### src/rtl/pe_seq_ctrl_if.sv
// Bus bundle for pe_seq_ctrl: job control, weight-file write port, pixel/result
// streams and the operand/result lines to the external processing element.
interface pe_seq_ctrl_if #(
    parameter int unsigned KMAX = 8,
    parameter int unsigned DW   = 16
);
    localparam int unsigned AW = (KMAX > 1) ? $clog2(KMAX) : 1;
    localparam int unsigned KW = $clog2(KMAX) + 1;

    logic          start;
    logic [KW-1:0] cfg_k;
    logic [7:0]    cfg_npix;
    logic          busy;
    logic          done;

    logic          wgt_wr_en;
    logic [AW-1:0] wgt_wr_addr;
    logic [DW-1:0] wgt_wr_data;

    logic          img_valid;
    logic [DW-1:0] img_data;
    logic          img_ready;

    logic          out_valid;
    logic [DW-1:0] out_data;
    logic          out_ready;

    logic [DW-1:0] pe_image_val;
    logic [DW-1:0] pe_weight_val;
    logic [DW-1:0] pe_psum_in;
    logic          pe_image_en;
    logic          pe_weight_en;
    logic [DW-1:0] pe_psum_out;

    // Controller side
    modport slave (
        input  start, cfg_k, cfg_npix,
        input  wgt_wr_en, wgt_wr_addr, wgt_wr_data,
        input  img_valid, img_data, out_ready, pe_psum_out,
        output busy, done, img_ready, out_valid, out_data,
        output pe_image_val, pe_weight_val, pe_psum_in, pe_image_en, pe_weight_en
    );

    // Job issuer / stream endpoints / PE side
    modport master (
        output start, cfg_k, cfg_npix,
        output wgt_wr_en, wgt_wr_addr, wgt_wr_data,
        output img_valid, img_data, out_ready, pe_psum_out,
        input  busy, done, img_ready, out_valid, out_data,
        input  pe_image_val, pe_weight_val, pe_psum_in, pe_image_en, pe_weight_en
    );
endinterface

### src/rtl/pe_seq_ctrl.sv
// Sequencer driving a single MAC PE to compute a 1-D convolution over a pixel stream.
// Optional macro PE_SEQ_CTRL_RELU_EN clamps negative results to zero on out_data.
module pe_seq_ctrl #(
    parameter int unsigned KMAX = 8,
    parameter int unsigned DW   = 16
) (
    input  logic            clk,
    input  logic            rst,
    pe_seq_ctrl_if.slave    bus
);
    localparam int unsigned AW = (KMAX > 1) ? $clog2(KMAX) : 1;

    typedef enum logic [2:0] {
        S_IDLE, S_FILL, S_LOADW, S_MAC, S_EMIT, S_FETCH, S_DONE
    } state_t;

    state_t        state;
    logic [DW-1:0] weights [KMAX];
    logic [DW-1:0] window  [KMAX];
    logic [DW-1:0] acc;
    logic [AW-1:0] tap;
    logic [AW-1:0] k_m1;
    logic [AW-1:0] fill_cnt;
    logic [7:0]    out_cnt;
    logic [7:0]    nout_m1;
    logic          start_ok_c;
    logic          img_hs_c;

    assign start_ok_c = bus.start && (bus.cfg_k != '0) && (32'(bus.cfg_k) <= KMAX)
                        && (32'(bus.cfg_npix) >= 32'(bus.cfg_k));
    assign img_hs_c   = bus.img_valid && bus.img_ready;

    function automatic logic [DW-1:0] out_fmt(input logic [DW-1:0] v);
`ifdef PE_SEQ_CTRL_RELU_EN
        return v[DW-1] ? '0 : v;
`else
        return v;
`endif
    endfunction

    always_ff @(posedge clk) begin
        if (rst) begin
            state             <= S_IDLE;
            bus.busy          <= 1'b0;
            bus.done          <= 1'b0;
            bus.img_ready     <= 1'b0;
            bus.out_valid     <= 1'b0;
            bus.out_data      <= '0;
            bus.pe_image_val  <= '0;
            bus.pe_weight_val <= '0;
            bus.pe_psum_in    <= '0;
            bus.pe_image_en   <= 1'b0;
            bus.pe_weight_en  <= 1'b0;
            acc               <= '0;
            tap               <= '0;
            k_m1              <= '0;
            fill_cnt          <= '0;
            out_cnt           <= '0;
            nout_m1           <= '0;
            for (int i = 0; i < int'(KMAX); i++) begin
                weights[i] <= '0;
                window[i]  <= '0;
            end
        end else begin
            // Weight file is frozen for the duration of a job
            if (!bus.busy && bus.wgt_wr_en) begin
                weights[bus.wgt_wr_addr] <= bus.wgt_wr_data;
            end

            // Window shift on any accepted pixel; window[K-1] holds the newest
            if (img_hs_c) begin
                for (int i = 0; i < int'(KMAX) - 1; i++) begin
                    if (i < int'(k_m1)) begin
                        window[i] <= window[i+1];
                    end
                end
                window[k_m1] <= bus.img_data;
            end

            case (state)
                S_IDLE: begin
                    bus.done <= 1'b0;
                    if (start_ok_c) begin
                        k_m1          <= AW'(bus.cfg_k - 1'b1);
                        nout_m1       <= bus.cfg_npix - 8'(bus.cfg_k);
                        fill_cnt      <= '0;
                        out_cnt       <= '0;
                        bus.busy      <= 1'b1;
                        bus.img_ready <= 1'b1;
                        state         <= S_FILL;
                    end
                end
                S_FILL: begin
                    if (img_hs_c) begin
                        fill_cnt <= fill_cnt + AW'(1);
                        if (fill_cnt == k_m1) begin
                            bus.img_ready     <= 1'b0;
                            acc               <= '0;
                            tap               <= '0;
                            bus.pe_weight_en  <= 1'b1;
                            bus.pe_weight_val <= weights[0];
                            state             <= S_LOADW;
                        end
                    end
                end
                S_LOADW: begin
                    bus.pe_weight_en <= 1'b0;
                    bus.pe_image_en  <= 1'b1;
                    bus.pe_image_val <= window[tap];
                    bus.pe_psum_in   <= acc;
                    state            <= S_MAC;
                end
                S_MAC: begin
                    bus.pe_image_en <= 1'b0;
                    acc             <= bus.pe_psum_out;
                    if (tap == k_m1) begin
                        bus.out_valid <= 1'b1;
                        bus.out_data  <= out_fmt(bus.pe_psum_out);
                        state         <= S_EMIT;
                    end else begin
                        tap               <= tap + AW'(1);
                        bus.pe_weight_en  <= 1'b1;
                        bus.pe_weight_val <= weights[tap + AW'(1)];
                        state             <= S_LOADW;
                    end
                end
                S_EMIT: begin
                    if (bus.out_ready) begin
                        bus.out_valid <= 1'b0;
                        out_cnt       <= out_cnt + 8'd1;
                        if (out_cnt == nout_m1) begin
                            bus.done <= 1'b1;
                            state    <= S_DONE;
                        end else begin
                            bus.img_ready <= 1'b1;
                            state         <= S_FETCH;
                        end
                    end
                end
                S_FETCH: begin
                    if (img_hs_c) begin
                        bus.img_ready     <= 1'b0;
                        acc               <= '0;
                        tap               <= '0;
                        bus.pe_weight_en  <= 1'b1;
                        bus.pe_weight_val <= weights[0];
                        state             <= S_LOADW;
                    end
                end
                S_DONE: begin
                    bus.done <= 1'b0;
                    bus.busy <= 1'b0;
                    state    <= S_IDLE;
                end
                default: begin
                    state <= S_IDLE;
                end
            endcase
        end
    end
endmodule

### src/flat_wrapper.sv
// flat-port wrapper written by rule: the top's interface ports become plain ports
module pe_seq_ctrl_flat 
#(
    parameter int unsigned KMAX = 8,
    parameter int unsigned DW   = 16
)
  (clk, rst, bus_start, bus_cfg_k, bus_cfg_npix, bus_wgt_wr_en, bus_wgt_wr_addr, bus_wgt_wr_data, bus_img_valid, bus_img_data, bus_out_ready, bus_pe_psum_out, bus_busy, bus_done, bus_img_ready, bus_out_valid, bus_out_data, bus_pe_image_val, bus_pe_weight_val, bus_pe_psum_in, bus_pe_image_en, bus_pe_weight_en);
  pe_seq_ctrl_if #(.KMAX(KMAX), .DW(DW)) bus_i ();
  input  logic clk;
  input  logic rst;
  input wire logic [$bits(bus_i.start)-1:0] bus_start;
  input wire logic [$bits(bus_i.cfg_k)-1:0] bus_cfg_k;
  input wire logic [$bits(bus_i.cfg_npix)-1:0] bus_cfg_npix;
  input wire logic [$bits(bus_i.wgt_wr_en)-1:0] bus_wgt_wr_en;
  input wire logic [$bits(bus_i.wgt_wr_addr)-1:0] bus_wgt_wr_addr;
  input wire logic [$bits(bus_i.wgt_wr_data)-1:0] bus_wgt_wr_data;
  input wire logic [$bits(bus_i.img_valid)-1:0] bus_img_valid;
  input wire logic [$bits(bus_i.img_data)-1:0] bus_img_data;
  input wire logic [$bits(bus_i.out_ready)-1:0] bus_out_ready;
  input wire logic [$bits(bus_i.pe_psum_out)-1:0] bus_pe_psum_out;
  output wire logic [$bits(bus_i.busy)-1:0] bus_busy;
  output wire logic [$bits(bus_i.done)-1:0] bus_done;
  output wire logic [$bits(bus_i.img_ready)-1:0] bus_img_ready;
  output wire logic [$bits(bus_i.out_valid)-1:0] bus_out_valid;
  output wire logic [$bits(bus_i.out_data)-1:0] bus_out_data;
  output wire logic [$bits(bus_i.pe_image_val)-1:0] bus_pe_image_val;
  output wire logic [$bits(bus_i.pe_weight_val)-1:0] bus_pe_weight_val;
  output wire logic [$bits(bus_i.pe_psum_in)-1:0] bus_pe_psum_in;
  output wire logic [$bits(bus_i.pe_image_en)-1:0] bus_pe_image_en;
  output wire logic [$bits(bus_i.pe_weight_en)-1:0] bus_pe_weight_en;
  assign bus_i.start = bus_start;
  assign bus_i.cfg_k = bus_cfg_k;
  assign bus_i.cfg_npix = bus_cfg_npix;
  assign bus_i.wgt_wr_en = bus_wgt_wr_en;
  assign bus_i.wgt_wr_addr = bus_wgt_wr_addr;
  assign bus_i.wgt_wr_data = bus_wgt_wr_data;
  assign bus_i.img_valid = bus_img_valid;
  assign bus_i.img_data = bus_img_data;
  assign bus_i.out_ready = bus_out_ready;
  assign bus_i.pe_psum_out = bus_pe_psum_out;
  assign bus_busy = bus_i.busy;
  assign bus_done = bus_i.done;
  assign bus_img_ready = bus_i.img_ready;
  assign bus_out_valid = bus_i.out_valid;
  assign bus_out_data = bus_i.out_data;
  assign bus_pe_image_val = bus_i.pe_image_val;
  assign bus_pe_weight_val = bus_i.pe_weight_val;
  assign bus_pe_psum_in = bus_i.pe_psum_in;
  assign bus_pe_image_en = bus_i.pe_image_en;
  assign bus_pe_weight_en = bus_i.pe_weight_en;
  pe_seq_ctrl #(.KMAX(KMAX), .DW(DW)) u_core (.clk(clk), .rst(rst), .bus(bus_i));
endmodule
### config.mk
export PLATFORM = sky130hd
export DESIGN_NAME = pe_seq_ctrl_flat
export DESIGN_NICKNAME = d
export VERILOG_FILES = /design/src/rtl/pe_seq_ctrl_if.sv /design/src/rtl/pe_seq_ctrl.sv /design/src/flat_wrapper.sv
export SDC_FILE = /design/constraint.sdc
export NUM_CORES = 1
export LEC_CHECK = 0
export ABC_AREA = 1
export BUFFER_PORTS_ARGS = -buffer_cell sky130_fd_sc_hd__buf_2
export CORE_MARGIN = 1.5
export CORE_UTILIZATION = 40
export DETAILED_ROUTE_END_ITERATION = 10
export PLACE_DENSITY_LB_ADDON = 0.3
export SLEW_MARGIN = 0
export SYNTH_ARGS = -nofsm -noshare
export SYNTH_HDL_FRONTEND = slang
export SYNTH_SLANG_ARGS = --single-unit
### constraint.sdc
create_clock -name clk -period 4.68 [get_ports clk]
set_input_delay 0.702 -clock clk [delete_from_list [all_inputs] [get_ports clk]]
set_output_delay 0.702 -clock clk [all_outputs]
set_load 0.005 [all_outputs]
==> out/qor.txt, run 1 <==
Result of the run: completed
Final setup viols: 0
CTS Buf Count: 40
Final Non-Filler Cells: 2546
CP startpoint kind: flop
Pin count of the biggest net entering global routing: 108
Syn Nets: 1975
Die Height: 208.1 µm
First-pass DRT Iterations: 6
GR Util met1: 0.2723
Die Wd: 208.1 µm
Period utilization: 0.6470
Post-route ant nets: 0
Post-synthesis simple-gate area fraction: 0.1679
P_leak: 7.812 nW
Largest family of logic cells by synthesized area: simple AND/OR/NAND/NOR gates
Wire per inst: 17.60 µm
RePlAce Congestion: 0.8608
CTS Hold Bufs: 0
Compound-Gate Fraction of Synth Area: 0.1671
Most frequent cells in the layout: 345 x nor2_1, 288 x o21ai_0, 247 x nand2_1, 240 x edfxtp_1, 149 x inv_1
Initial DRC count: 1320
Initial Util: 0.4083
Synth Register Bits: 370
Peak supply drop: 0.2350 mV
Cell Area, Synth: 16820 µm²
Setup TNS Final: 0 ns
Critical Path RT: 5.15 ns
Final hold violations: 0
DR vias: 13598
First-pass GRT wire length: 71090 µm
Commonest non-fill, non-tap cell in the layout: nor2_1
Post-synthesis adder-cell area fraction: 0.007141
Clk_lat worst skew: 0.55 ns
Gr usage total: 0.2048
Mux share of post-synthesis cell area: 0
IO Pins: 139
DP Wirelength: 29620 µm
Max-cap viol count: 0
GRT overflow: 0
Row cnt: 74
Setup Skew: 0.01491 ns
Placed cell count: 2471
Post-synthesis sequential area ratio: 0.5832
Syn Inst Count: 1897
# resized after CTS: 0
Placed cell area: 17840 µm²
Critical path data arrival time: 3.49 ns
Avg Cell Area, Syn: 8.867 µm²
Sink Count: 370
Cell Pwr Density: 447.9 nW/µm²
Clock root cell: clkbuf_16
Slew @ Worst Pin: 1.058 ns
Fmax: 330.3 MHz
Port Buffers: 138
Die Area: 43290 µm²
Async SR Flop Fraction: 0
Nets@finish: 2059
Met2 Use GR: 0.3481
CP Capture Type: flop
CTS clk-pin slew, worst paths: 0.06 ns
Final wirelength: 44810 µm
Post-layout min period: 3.028 ns
CP max FO: 107
Worst rel slew slack: 0.2949
TritonCTS clock tree: done
Crit Path Category: reg -> reg
Met3 usage: 0.02883
Antenna violations before repair: 0
RSZ-0062 raised after global routing: false
CTS Buffer Depth: 3
Yosys warns: 0
Post-synth EDFFs: 240
Fraction of layout cells with a size suffix above 1: 0.1197
Top_reg_cell synth: edfxtp_1
Core box area: 41200 µm²
GRT busiest layer: met2
Xor/xnor cell area share of the yosys netlist: 0.009298
Worst hold-check path type: in -> reg
Vias in the first global route: 13039
Fin area: 19180 µm²
Layout area overhead: 14.00%
WHS: 0.4302 ns
Post-CTS setup buffers: 0
Yosys cell types: 38
Vias/cell: 5.341
Slew Limit Fails: 0
H-tree depth: 2
DRC viols: 0
## metrics by stage
stage | power [mW] | utilization | setup slack [ns]
after floorplan | 4.935 | - | 2.104
after global placement | 5.386 | 0.4330 | 1.241
after detailed placement | 5.405 | 0.4330 | 1.155
after CTS | 8.651 | 0.4654 | 1.638
after global routing | 8.987 | 0.4654 | 1.354
final | 8.589 | 0.4654 | 1.652
## power by group
| group | switching (mW) | total (mW) | internal, mW |
|---|---|---|---|
| Sequential | 0.184 | 3.98 | 3.80 |
| Combinational | 0.912 | 1.36 | 0.445 |
| Clock | 1.31 | 3.25 | 1.94 |
## layout make-up
cell class	instances	area, µm²
inverters	161	605.6
repair buffers	158	840.8
well taps	532	665.6
clock inverters	16	212.7
diodes	1	2.502
flip-flops and latches	370	9814
fillers	3908	22030
multi-input cells	1250	5914
clock buffers	58	1120
## metal layers
metal | up-vias | part of all wire
li1 | 6641 | -
met1 | 6444 | 0.44
met2 | 450 | 0.48
met3 | 63 | 0.059
met4 | 0 | 0.023
met5 | - | 0
## flip-flops by register name, summed over array words and instances, names as in the netlist
name and flops:
u_core.bus.pe_image_val 16, u_core.bus.pe_image_en 1, u_core.bus.pe_weight_en 1, u_core.bus.pe_weight_val 16
u_core.bus.done 1, u_core.weights 128, u_core.state 3, u_core.out_cnt 8
u_core.tap 3, u_core.nout_m1 8, u_core.bus.img_ready 1, u_core.bus.out_valid 1
u_core.bus.out_data 16, u_core.k_m1 3, u_core.acc 16, u_core.fill_cnt 3
u_core.bus.pe_psum_in 16, u_core.window 128, u_core.bus.busy 1
## synthesized netlist by cell type (all sizes together) (8+ instances only)
cell type,n,share of area
inv,158,0.035
xnor2,9,0.0051
xor2,8,0.0042
buf,44,0.013
ha,8,0.0060
dfxtp,130,0.15
o211ai,33,0.015
o22ai,66,0.025
nor2,351,0.080
o21ai,290,0.087
nand2,251,0.057
nand3,87,0.027
edfxtp,240,0.43
a21oi,129,0.039
clkbuf,72,0.016
## worst max-delay path, stage by stage (launching register included)
cell,delay (ns)
dfxtp_4,0.77
buf_4,0.91
o21ai_0,0.21
o21ai_0,0.51
o22ai_1,0.27
a21oi_1,0.21
## cell families (layout without fill, tap and decap cells)
logic type               after synthesis  in the layout
other                                  0              1
AND/OR/NAND/NOR                      701            701
XOR/XNOR                              17             17
buffers and inverters                277            393
adder cells (fa/ha/maj)                9              9
flip-flops                           370            370
AO/OA/AOI/OAI                        523            523
## final timing paths
path / start / endpoint / slack (ns) / cells past startpoint
hold / removal: bus_pe_psum_out[0] / u_core.acc[0]$_SDFFE_PP0P_ / 0.43 / 3
hold reg to reg: u_core.bus.out_data[15]$_SDFFE_PP0P_ / u_core.bus.out_data[15]$_SDFFE_PP0P_ / 0.44 / 2
setup reg to reg: u_core.tap[0]$_SDFFE_PP0P_ / u_core.bus.pe_image_val[12]$_SDFFE_PP0P_ / 1.65 / 5
setup / recovery: u_core.tap[0]$_SDFFE_PP0P_ / u_core.bus.pe_image_val[12]$_SDFFE_PP0P_ / 1.65 / 5
Note: power is estimated with default switching activity, not from simulation.
==> inputs of run 2 (changes only) <==
--- a/config.mk
+++ b/config.mk
@@ -5,7 +5,7 @@
 export SDC_FILE = /design/constraint.sdc
 export NUM_CORES = 1
 export LEC_CHECK = 0
-export ABC_AREA = 1
+export ABC_AREA = 0
 export BUFFER_PORTS_ARGS = -buffer_cell sky130_fd_sc_hd__buf_2
 export CORE_MARGIN = 1.5
 export CORE_UTILIZATION = 40
==> constraint.sdc (replaced) <==
create_clock -name clk -period 2.9 [get_ports clk]
set_input_delay 0.435 -clock clk [delete_from_list [all_inputs] [get_ports clk]]
set_output_delay 0.435 -clock clk [all_outputs]
set_load 0.005 [all_outputs]
==> run 2 against run 1 <==
Effect of this change:
- highest routed layer is now met5
- clock-buffer cell count fell by 1
- critical path type unchanged
- maximum frequency rose by 31%
- synthesized area rose by 1.0%
- non-clock buffer count rose by 20
- via count fell by 20%
- sequential share of layout area fell by 0.43 points
- clock power rose by 50%
- register-to-register slack got worse by 1.1 ns
- die area rose by 0.98%
- setup slack got worse by 1.1 ns
- flip-flop and latch count did not move
- largest power group unchanged
==> out/qor.txt, run 2 <==
Result of the run: completed
Leading cell types by total area after synthesis: edfxtp_1 42%, dfxtp_1 15%, mux4_2 8.5%
Post-CTS setup buffers: 0
Buf/Inv on CP: 0
Wire per inst: 19.52 µm
Largest area contributor in the netlist: edfxtp_1
Final wirelength: 40030 µm
Fmax: 432.1 MHz
CTS Buffer Depth: 3
Cell Area, Synth: 16990 µm²
Post-synth EDFFs: 240
Vias in the first global route: 10841
Crit Path Category: reg -> reg
Pin count of the biggest net entering global routing: 85
CTS Buf Count: 41
Peak supply drop: 0.4066 mV
Post-synthesis sequential area ratio: 0.5774
IO Pins: 139
Period utilization: 0.7980
Synth Register Bits: 370
Nets@finish: 1561
Slew @ Worst Pin: 1.086 ns
Largest regs: u_core.weights: 128 flops, u_core.window: 128 flops
Syn Inst Count: 1373
Cell depth of the worst flop-to-flop path: 6
Die Area: 43720 µm²
Critical path data arrival time: 2.78 ns
Async SR Flop Fraction: 0
Yosys warns: 0
Worst Hold Depth: 2
R2R Setup Slk: 0.59 ns
Syn Nets: 1451
Setup TNS Final: 0 ns
Critical Path RT: 3.37 ns
Antenna violations before repair: 4
Yosys cell types: 64
CTS clk-pin slew, worst paths: 0.06 ns
Worst rel slew slack: 0.2731
Fillers: 3795
Count leader, synth: edfxtp_1
P_leak: 6.971 nW
Tot Pwr: 12.58 mW
Final Non-Filler Cells: 2050
DRC viols: 0
Max-cap viol count: 0
WHS: 0.1217 ns
Fraction of layout cells with a size suffix above 1: 0.2260
Die Wd: 209.1 µm
Cell Pwr Density: 650.8 nW/µm²
Port Buffers: 138
Dpl ws: 0.3503 ns
Crit path max-delay family: compound AO/OA/AOI/OAI gates
Hold path endpoint: u_core.k_m1[0]$_SDFFE_PP0P_
Vias/cell: 5.320
Avg Cell Area, Syn: 12.37 µm²
Slowest cell on the critical path: dfxtp_1
Initial Util: 0.4050
First-pass GRT wire length: 61740 µm
Setup Skew: 0.01239 ns
Post-synth top cells: 240 x edfxtp_1, 174 x nand2_1, 133 x and2_1, 130 x dfxtp_1, 81 x a22o_1
Crit path cell chain: xor2_1 > nor3_2 > o21ai_4 > a21o_1 > nor2_1 > a211oi_1
GRT overflow: 0
R2r startpoint: u_core.k_m1[1]$_SDFFE_PP0P_
Layout area overhead: 13.82%
Final hold violations: 0
Post-route ant nets: 0
Sink Count: 370
Commonest non-fill, non-tap cell in the layout: edfxtp_1
# resized after CTS: 0
RePlAce Congestion: 0.7872
Post-layout min period: 2.314 ns
Worst R2R End: u_core.tap[2]$_SDFFE_PP0P_
Placed cell count: 1979
CP max FO: 17
CP startpoint kind: flop
Initial DRC count: 862
Final setup viols: 0
Worst hold-check path type: in -> reg
Gr usage total: 0.1823
Share of Yosys cell area claimed by the top area cell type: 0.4242
Row cnt: 75
Worst path max stage delay: 0.72 ns
DR vias: 10906
Worst hold start: bus_cfg_k[0]
Die Height: 209.1 µm
DP Wirelength: 26520 µm
Clk_lat worst skew: 0.55 ns
H-tree depth: 2
Setup ws final: 0.5859 ns
First-pass DRT Iterations: 5
CTS Hold Bufs: 0
CP Capture Type: flop
RSZ-0062 raised after global routing: false
Core box area: 41950 µm²
Slew Limit Fails: 0
Most frequent cells in the layout: 240 x edfxtp_1, 174 x nand2_1, 137 x buf_2, 132 x and2_1, 128 x dfxtp_1
TritonCTS clock tree: done
Clock root cell: clkbuf_16
Top_reg_cell synth: edfxtp_1
-- run 2: changes by cell type after synthesis, moves of 78 or more --
| cell | before | now |
|---|---|---|
| nand3_1 | 85 | 7 |
| inv_1 | 150 | 10 |
| nor2_1 | 346 | 76 |
| o21ai_0 | 289 | 31 |
| a22o_1 | 0 | 81 |
| and2_1 | 1 | 133 |
-- run 2: how the worst max path moves through the flow --
stage / startpoint / end / slack, ns / depth (start not counted)
floorplan: bus_cfg_npix[0] / u_core.nout_m1[2]$_SDFFE_PP0P_ / 0.62 / 9
global placement: bus_cfg_k[0] / u_core.fill_cnt[2]$_SDFFE_PP0P_ / 0.38 / 9
detailed placement: bus_cfg_k[0] / u_core.fill_cnt[2]$_SDFFE_PP0P_ / 0.35 / 9
CTS: u_core.k_m1[1]$_SDFFE_PP0P_ / u_core.tap[2]$_SDFFE_PP0P_ / 0.57 / 6
global route: u_core.k_m1[1]$_SDFFE_PP0P_ / u_core.tap[2]$_SDFFE_PP0P_ / 0.39 / 6
finish: u_core.k_m1[1]$_SDFFE_PP0P_ / u_core.tap[2]$_SDFFE_PP0P_ / 0.59 / 6
-- run 2: per-layer routing --
layer,share of wire,up-vias,global-route usage,wire length (µm)
met2,0.48,265,0.2979,19030
li1,-,5253,-,-
met5,0.00085,-,0,34
met4,0.020,4,0.04873,789
met1,0.45,5328,0.2472,17970
met3,0.055,56,0.03742,2201
-- run 2: report_power, final --
group | switching, mW | leakage (nW) | internal (mW)
Combinational | 0.953 | 2.84 | 0.606
Clock | 2.09 | 0.596 | 2.78
Sequential | 0.208 | 3.54 | 5.95
-- run 2: stage by stage --
stage	util	instance area (µm²)
3_5_place_dp	0.4317	18110
3_3_place_gp	0.4317	18110
4_1_cts	0.4609	19330
2_1_floorplan	-	16990
5_1_grt	0.4609	19330
6_report	0.4610	19340
-- run 2: worst reg2reg max path: stages, from the launching register on --
cell and delay, ns:
dfxtp_1 0.72, xor2_1 0.24, nor3_2 0.09, o21ai_4 0.23, a21o_1 0.58, nor2_1 0.12
a211oi_1 0.24
-- run 2: logic make-up (layout without fill, tap and decap cells) --
family,Yosys count,in the layout,share of synthesized area
multiplexers,100,100,0.1061
AO/OA/AOI/OAI,274,274,0.1167
AND/OR/NAND/NOR,468,468,0.1392
adder cells (fa/ha/maj),9,9,0.007071
flip-flops,370,370,0.5774
buffers and inverters,123,259,0.03741
other,0,2,0
XOR/XNOR,29,29,0.01606
-- run 2: cell type report --
| cell class | count | area, µm² | area share |
|---|---|---|---|
| Clock buffer | 57 | 1117 | 0.05778 |
| Inverter | 12 | 45.04 | 0.002329 |
| Clock inverter | 12 | 105.1 | 0.005435 |
| Sequential cell | 370 | 9814 | 0.5075 |
| Antenna cell | 2 | 5.005 | 0.0002588 |
| Tap cell | 539 | 674.4 | 0.03488 |
| Timing Repair Buffer | 178 | 1018 | 0.05267 |
| Multi-Input combinational cell | 880 | 6558 | 0.3391 |
